File: config.mk
export PLATFORM = sky130hd
export DESIGN_NAME = alu_muldiv_unit
export DESIGN_NICKNAME = d
export VERILOG_FILES = /design/src/rtl/alu_muldiv_unit.sv
export SDC_FILE = /design/constraint.sdc
export NUM_CORES = 1
export LEC_CHECK = 0
export BUFFER_PORTS_ARGS = -buffer_cell sky130_fd_sc_hd__buf_2
export CAP_MARGIN = 10
export CORE_MARGIN = 2
export CORE_UTILIZATION = 60
export CTS_CLUSTER_DIAMETER = 30
export DETAILED_ROUTE_END_ITERATION = 12
export GPL_TIMING_DRIVEN = 1
export PLACE_DENSITY = 0.85
export SLEW_MARGIN = 20
export SYNTH_ARGS = -nofsm -noshare
export SYNTH_HDL_FRONTEND = slang
export SYNTH_SLANG_ARGS = --single-unit
File: constraint.sdc
create_clock -name clk -period 9.9 [get_ports clk]
set_clock_uncertainty 0.15 [all_clocks]
set_input_delay 0.495 -clock clk [delete_from_list [all_inputs] [get_ports clk]]
set_output_delay 0.495 -clock clk [all_outputs]
set_load 0.03 [all_outputs]
File: src/rtl/alu_muldiv_unit.sv
`default_nettype none
// ============================================================================
// Module      : alu_muldiv_unit
// Description : Multi-cycle MULT/MULTU/DIV/DIVU unit beside the EX-stage ALU.
//               It uses a radix-2 shift-add multiplier and a restoring divider.
//               Results are written to the architectural HI/LO registers.
//               Optional macro MULDIV_FAST_MULT_EN replaces the iterative
//               multiply with a single registered 2W-wide product.
// Revision    : 1.0 - initial release
// ============================================================================
module alu_muldiv_unit #(
    parameter int WIDTH = 32,
    parameter int CNT_W = 6
) (
    input  logic             clk,
    input  logic             rst,
    input  logic             start,
    input  logic [1:0]       op,
    input  logic [WIDTH-1:0] A,
    input  logic [WIDTH-1:0] B,
    output logic             busy,
    output logic             ready,
    output logic             div_by_zero,
    output logic [WIDTH-1:0] hi,
    output logic [WIDTH-1:0] lo
);

    typedef enum logic [1:0] {
        S_IDLE = 2'd0,
        S_CALC = 2'd1,
        S_FIX  = 2'd2,
        S_DONE = 2'd3
    } state_t;

    localparam logic [CNT_W-1:0] c_last = CNT_W'(WIDTH - 1);

    state_t               r_state;
    state_t               w_state_nxt;

    // r_acc holds {upper, lower}: multiply = {partial product, multiplier},
    // divide = {remainder, dividend/quotient}.
    logic [2*WIDTH-1:0]   r_acc;
    logic [WIDTH-1:0]     r_divisor;   // |B| (multiplicand or divisor)
    logic [CNT_W-1:0]     r_cnt;
    logic                 r_is_div;
    logic                 r_neg_q;     // negate product / quotient
    logic                 r_neg_r;     // negate remainder
    logic                 r_dbz;
    logic [WIDTH-1:0]     r_hi;
    logic [WIDTH-1:0]     r_lo;

    logic                 w_op_div;
    logic                 w_op_signed;
    logic                 w_b_zero;
    logic [WIDTH-1:0]     w_abs_a;
    logic [WIDTH-1:0]     w_abs_b;
    logic [WIDTH:0]       w_mul_sum;
    logic [2*WIDTH-1:0]   w_mul_step;
    logic [WIDTH:0]       w_div_trial;
    logic [2*WIDTH-1:0]   w_div_step;
    logic [2*WIDTH-1:0]   w_prod_fix;
    logic [WIDTH-1:0]     w_quot_fix;
    logic [WIDTH-1:0]     w_rem_fix;

    // Request decode and operand magnitudes; 0x80..0 maps to 2^(W-1) unsigned.
    assign w_op_div    = op[1];
    assign w_op_signed = ~op[0];
    assign w_b_zero    = (B == '0);
    assign w_abs_a     = (w_op_signed && A[WIDTH-1]) ? -A : A;
    assign w_abs_b     = (w_op_signed && B[WIDTH-1]) ? -B : B;

    // One shift-add step: add multiplicand to upper half when LSB set, shift right.
    assign w_mul_sum  = {1'b0, r_acc[2*WIDTH-1:WIDTH]} + (r_acc[0] ? {1'b0, r_divisor} : '0);
    assign w_mul_step = {w_mul_sum, r_acc[WIDTH-1:1]};

    // One restoring step: shift in next dividend bit, keep difference if no borrow.
    assign w_div_trial = {r_acc[2*WIDTH-1:WIDTH], r_acc[WIDTH-1]} - {1'b0, r_divisor};
    assign w_div_step  = w_div_trial[WIDTH] ? {r_acc[2*WIDTH-2:0], 1'b0}
                                            : {w_div_trial[WIDTH-1:0], r_acc[WIDTH-2:0], 1'b1};

    // Sign correction: full-width product negation, independent quotient/remainder.
    assign w_prod_fix = r_neg_q ? -r_acc : r_acc;
    assign w_quot_fix = r_neg_q ? -r_acc[WIDTH-1:0] : r_acc[WIDTH-1:0];
    assign w_rem_fix  = r_neg_r ? -r_acc[2*WIDTH-1:WIDTH] : r_acc[2*WIDTH-1:WIDTH];

    // State register.
    always_ff @(posedge clk) begin
        if (rst) begin
            r_state <= S_IDLE;
        end else begin
            r_state <= w_state_nxt;
        end
    end

    // Next-state and status decode.
    always_comb begin
        w_state_nxt = r_state;
        busy        = 1'b0;
        ready       = 1'b0;
        case (r_state)
            S_IDLE: begin
                if (start) begin
                    if (w_op_div && w_b_zero) begin
                        w_state_nxt = S_DONE;
                    end else begin
`ifdef MULDIV_FAST_MULT_EN
                        w_state_nxt = w_op_div ? S_CALC : S_FIX;
`else
                        w_state_nxt = S_CALC;
`endif
                    end
                end
            end
            S_CALC: begin
                busy = 1'b1;
                if (r_cnt == c_last) begin
                    w_state_nxt = S_FIX;
                end
            end
            S_FIX: begin
                busy        = 1'b1;
                w_state_nxt = S_DONE;
            end
            S_DONE: begin
                ready       = 1'b1;
                w_state_nxt = S_IDLE;
            end
            default: w_state_nxt = S_IDLE;
        endcase
    end

    // Datapath: operand capture, iteration, sign fix-up and HI/LO write-back.
    always_ff @(posedge clk) begin
        if (rst) begin
            r_acc     <= '0;
            r_divisor <= '0;
            r_cnt     <= '0;
            r_is_div  <= 1'b0;
            r_neg_q   <= 1'b0;
            r_neg_r   <= 1'b0;
            r_dbz     <= 1'b0;
            r_hi      <= '0;
            r_lo      <= '0;
        end else begin
            case (r_state)
                S_IDLE: begin
                    if (start) begin
                        r_is_div  <= w_op_div;
                        r_neg_q   <= w_op_signed & (A[WIDTH-1] ^ B[WIDTH-1]);
                        r_neg_r   <= w_op_signed & A[WIDTH-1];
                        r_dbz     <= 1'b0;
                        r_cnt     <= '0;
                        r_divisor <= w_abs_b;
                        r_acc     <= {{WIDTH{1'b0}}, w_abs_a};
`ifdef MULDIV_FAST_MULT_EN
                        if (!w_op_div) begin
                            r_acc <= {{WIDTH{1'b0}}, w_abs_a} * {{WIDTH{1'b0}}, w_abs_b};
                        end
`endif
                        if (w_op_div && w_b_zero) begin
                            r_hi  <= A;
                            r_lo  <= '1;
                            r_dbz <= 1'b1;
                        end
                    end
                end
                S_CALC: begin
                    r_cnt <= r_cnt + CNT_W'(1);
                    r_acc <= r_is_div ? w_div_step : w_mul_step;
                end
                S_FIX: begin
                    if (r_is_div) begin
                        r_hi <= w_rem_fix;
                        r_lo <= w_quot_fix;
                    end else begin
                        r_hi <= w_prod_fix[2*WIDTH-1:WIDTH];
                        r_lo <= w_prod_fix[WIDTH-1:0];
                    end
                end
                default: begin
                end
            endcase
        end
    end

    assign div_by_zero = r_dbz;
    assign hi          = r_hi;
    assign lo          = r_lo;

endmodule
`default_nettype wire

# Word-level counts from Yosys, hierarchy flattened
# Index checks and enable logic that the tools add are counted.
# W data, S select, Z words.
# word_totals
word_cells,68
inputBits,69
output_inout_bits,67
regBits,172
# classes
eq_ne,7
reduce_logical,12
n_bitwise,4
n_mux,27
n_addsub,8
# ops
operator,count
$mux W32,11
$mux W64,4
$neg A32 Y32,4
$pmux W32 S2,2
$pmux W64 S2,1
$neg A64 Y64,1
$add A32 B32 Y33,1
$sub A33 B32 Y33,1
$logic_not A32 Y1,1
$pmux W6 S2,1
$pmux W2 S4,1
$add A6 B1 Y6 const B,1
$eq A6 B5 Y1 const B,1
$mux W2,3
$mux W6,1
$ne A2 B2 Y1 const B,3
$reduce_and A2 Y1,3
$eq A2 B2 Y1 const B,2
$reduce_bool A2 Y1,2
$logic_and A1 B1 Y1,3
$mux W1,3
$reduce_and A3 Y1,1
$and A1 B1 Y1,2
$eq A2 B1 Y1 const B,1
4 further kinds,4

# Longest topological paths before layout
# depth
word_depth,5
mapped_depth,14
ltp_nobuf,13

# Worst setup path after synthesis
# OpenSTA, ideal clock, no wires.
# synth_path
path_kind,reg-to-reg
start,register r_acc[0]
end,register r_acc[59]
n_path_buf,2
required_time_ns,9.616
setup_slack_ns,6.778
synth_period_minus_slack_ns,3.122
t_arrival_ns,2.838
stages_incl_launch_ff,15
setup_time_ns,0.134
cell_sequence,dfxtp_1 > inv_1 > clkbuf_1 > nor2_1 > ha_1 > clkbuf_1 > nand3_1 > o211ai_1 > a22o_1 > a31o_2 > a311o_1 > a31oi_1 > xnor2_1 > a22oi_1 > o211ai_1
# synth_between
elab_chain_len,4
# synth_rtl
item,line,source
start: declaration,42,logic [2*WIDTH-1:0] r_acc;
start signal: assignment,154,"r_acc <= {{WIDTH{1'b0}}, w_abs_a};"
start signal: assignment,169,r_acc <= r_is_div ? w_div_step : w_mul_step;
$mux W32,73,"assign w_mul_sum = {1'b0, r_acc[2*WIDTH-1:WIDTH]} + (r_acc[0] ? {1'b0, r_divisor} : '0);"
$add A32 B32 Y33,73,
$mux W64,169,
$pmux W64 S2,145,case (r_state)
# Every way passes these cells.
# A chain may end at the register's enable or synchronous reset.

# Final worst setup path
# layout_path
start,register r_acc[32]
end,register r_acc[48]
# layout_between
elab_chain_len,4
word_cells_on_any_way,5
classes_between,2 x add/sub; 3 x mux
# layout_rtl
item,line,source
$sub A33 B32 Y33,77,"assign w_div_trial = {r_acc[2*WIDTH-1:WIDTH], r_acc[WIDTH-1]} - {1'b0, r_divisor};"
$mux W64,78,"assign w_div_step = w_div_trial[WIDTH] ? {r_acc[2*WIDTH-2:0], 1'b0}"
$mux W64 *,169,
$pmux W64 S2 *,145,
# Mark *: on every way between the ends. The rest lies on a longest branch, timed or not.

==> impl_metrics.toml <==
[pwr]
cellLeakagePower_nw = 6.27
cellPowerDensity_mw_per_mm2 = 218
pwr-share-comb = 0.502
swShare = 0.484
cellInternalPower_mw = 1.73
p_total_mw = 3.36
vdd_drop_max_uv = 156
p_switching_mw = 1.63
p_clk_frac = 0.205
seqPwrFrac = 0.293

[yosys]
synth_nets = 2035
netlist_instances = 1891
syn_area_mm2 = 0.0141
synth-seq-cells = 172
seq_area_frac_synth = 0.244
syn_avg_cell_area_um2 = 7.45
synth_cell_types = 76
synthArstFlopShare = 0
synth_flop_cell = "dfxtp_1"
yosys_warnings = 0
synth-edff-count = 0

[routing]
wl_per_cell_um = 21.7
drt_iter0_drc = 1544
wl_um = 49300
via_per_inst = 6.69
detail-route-antenna-nets = 0
via_count = 15200
drc = 0
first_pass_iters = 6

[layout]
stdcell_area_mm2 = 0.0154
fillers = 2050
seq_area_mm2 = 0.00345
layout_common_cells = "217 x nor2_1, 170 x dfxtp_1, 167 x nand2_1, 157 x a21oi_1, 134 x buf_2"
layout_commonest_cell = "nor2_1"
syn_to_final_growth_pct = 9.54
diodes = 0
final_nets = 2081
drive_above_1_share = 0.110
multi_input_comb_area_mm2 = 0.00990

[die]
rows = 56
num_io_pins = 136
initial_core_util = 0.606
core-area_mm2 = 0.0233
die_area_mm2 = 0.0247
die_w_um = 157
die_y_um = 157

[timing]
setup_violations = 0
hold_viol_final = 0
tightest_slew_ps = 1160
finalMaxSlewViolations = 0
fin_crit_sh = 0.427
grt_setup_unrepaired = "no"
max_slew_margin = 0.221
min_period_ps = 4230
fin_tns_setup_ps = 0
fmax_ghz = 0.236

[global_routing]
grt_pass1_wl_um = 75800
busiest_layer = "met2"
use_met3 = 0.0787
grt_use_met2 = 0.612
grt_start_max_net_pins = 94
grt_pass1_vias = 13800
grtUsageMet1 = 0.491
grt-ovfl-total = 0
grtUsageTotal = 0.392
antenna_found_initial = 0

[worst_setup_path]
cp_slowest_cell = "nor2_2"
cp.required_ps = 10040
cp-start-kind = "register"
crit_fanout = 15
path_cells = "inv_1 -> fa_1 -> nand2b_1 -> a21oi_1 -> o2111ai_1 -> a21oi_1 -> o31a_1 -> nor3_1 -> buf_4 -> nor2_2 -> buf_4 -> mux2i_1 -> o221ai_1"
end_kind = "register"
critical_path.max_stage_delay_ps = 500
arrival_ps = 4370
path_class = "reg -> reg"

[place]
placed_area_mm2 = 0.0148
numPortBuffers = 135
dp_hpwl_um = 36800
place_congestion = 1.02

[flow_run]
cap_viol_max_count = 0

[clock_tree]
clk_latency_ps = 450
cts_buffer_depth = 2
cts_hold_buffers = 0
cts_setup_buffers = 0
clock-root-buffer = "clkbuf_16"
htreeDepth = 4
cts_tree = "yes"
clock_sinks = 172
cts-buffers-inserted = 17
path_clk_slew_ps = 80
cts-resized-gates = 0

[worst_hold_path]
hold_class = "in -> reg"

[run_status]
status = "finished, final reports clean"
==> final cells by class <==
class,count,share of cell area
clock buffer,18,0.0285
tap,319,0.0259
sequential,172,0.223
clock inverter,14,0.0109
timing repair buffer,153,0.0527
inverter,71,0.0173
multi-input combinational,1522,0.642
==> power by group through the flow <==
stage	Sequential [mW]	Combinational [mW]	Clock, mW
after floorplan	1.05	1.13	0
after global placement	0.987	1.61	0
after detailed placement	0.994	1.64	0
after CTS	0.979	1.65	0.687
after global routing	1.00	1.83	0.719
final	0.986	1.69	0.689
==> final timing paths <==
path	start	endpoint	slack, ps	depth (start not counted)
min reg2reg	hi[25]$_SDFFE_PP0P_	hi[25]$_SDFFE_PP0P_	300	2
max	r_acc[32]$_SDFFE_PP0P_	r_acc[48]$_SDFFE_PP0P_	5670	13
max reg2reg	r_acc[32]$_SDFFE_PP0P_	r_acc[48]$_SDFFE_PP0P_	5670	13
min	op[1]	r_is_div$_SDFFE_PP0P_	160	3
==> worst max-delay path, delay by kind of cell (launching register included) <==
kind,cells,cell delay (ps)
simple gates,3,790
fa+ha+maj,1,470
buf+inv,3,760
mux,1,220
flops,1,490
compound gates,5,1200
==> registers in the layout, indices dropped and copies added, names as in the netlist <==
register and flops:
div_by_zero 1, hi 32, lo 32, r_acc 64
r_cnt 6, r_divisor 32, r_is_div 1, r_neg_q 1
r_neg_r 1, r_state 2
==> cells by family (layout without fill, tap and decap cells) <==
group | Yosys count | after routing | share of synthesized area
adder cells (fa/ha/maj) | 75 | 75 | 0.0677
flip-flops | 172 | 172 | 0.244
AO/OA/AOI/OAI | 617 | 617 | 0.289
buffers and inverters | 197 | 256 | 0.0551
XOR/XNOR | 167 | 167 | 0.104
multiplexers | 59 | 59 | 0.0421
AND/OR/NAND/NOR | 604 | 604 | 0.198
==> Yosys cell counts (all sizes together), types with 24 or more instances <==
master  instances  area share
xor2          102       0.063
inv            71       0.019
a211oi         58       0.031
xnor2          65       0.040
clkbuf        102       0.027
o211ai         50       0.027
mux2i          57       0.040
nor2          218       0.058
a21oi         158       0.056
dfxtp         172        0.24
nand3          34       0.012
nand2         168       0.045
nor3           47       0.018
o31ai          24       0.013
ha             73       0.065
o21ai         125       0.045
a311oi         38       0.024
a21o           28       0.015
buf            24      0.0090
==> through the flow <==
stage	setup slack (ps)	hold slack, ps	instances	utilization
3_3_place_gp	5960	287	2237	0.637
4_1_cts	5760	155	2269	0.663
2_1_floorplan	6780	282	1891	-
6_report	5670	163	2269	0.663
5_1_grt	5380	179	2269	0.663
3_5_place_dp	5810	292	2237	0.637
==> per-layer routing <==
layer | part of all wire | up-vias
met1 | 0.39 | 7075
li1 | - | 6985
met5 | 0 | -
met2 | 0.44 | 893
met4 | 0.074 | 0
met3 | 0.097 | 231
No activity file was read; power rests on OpenSTA's default activity.
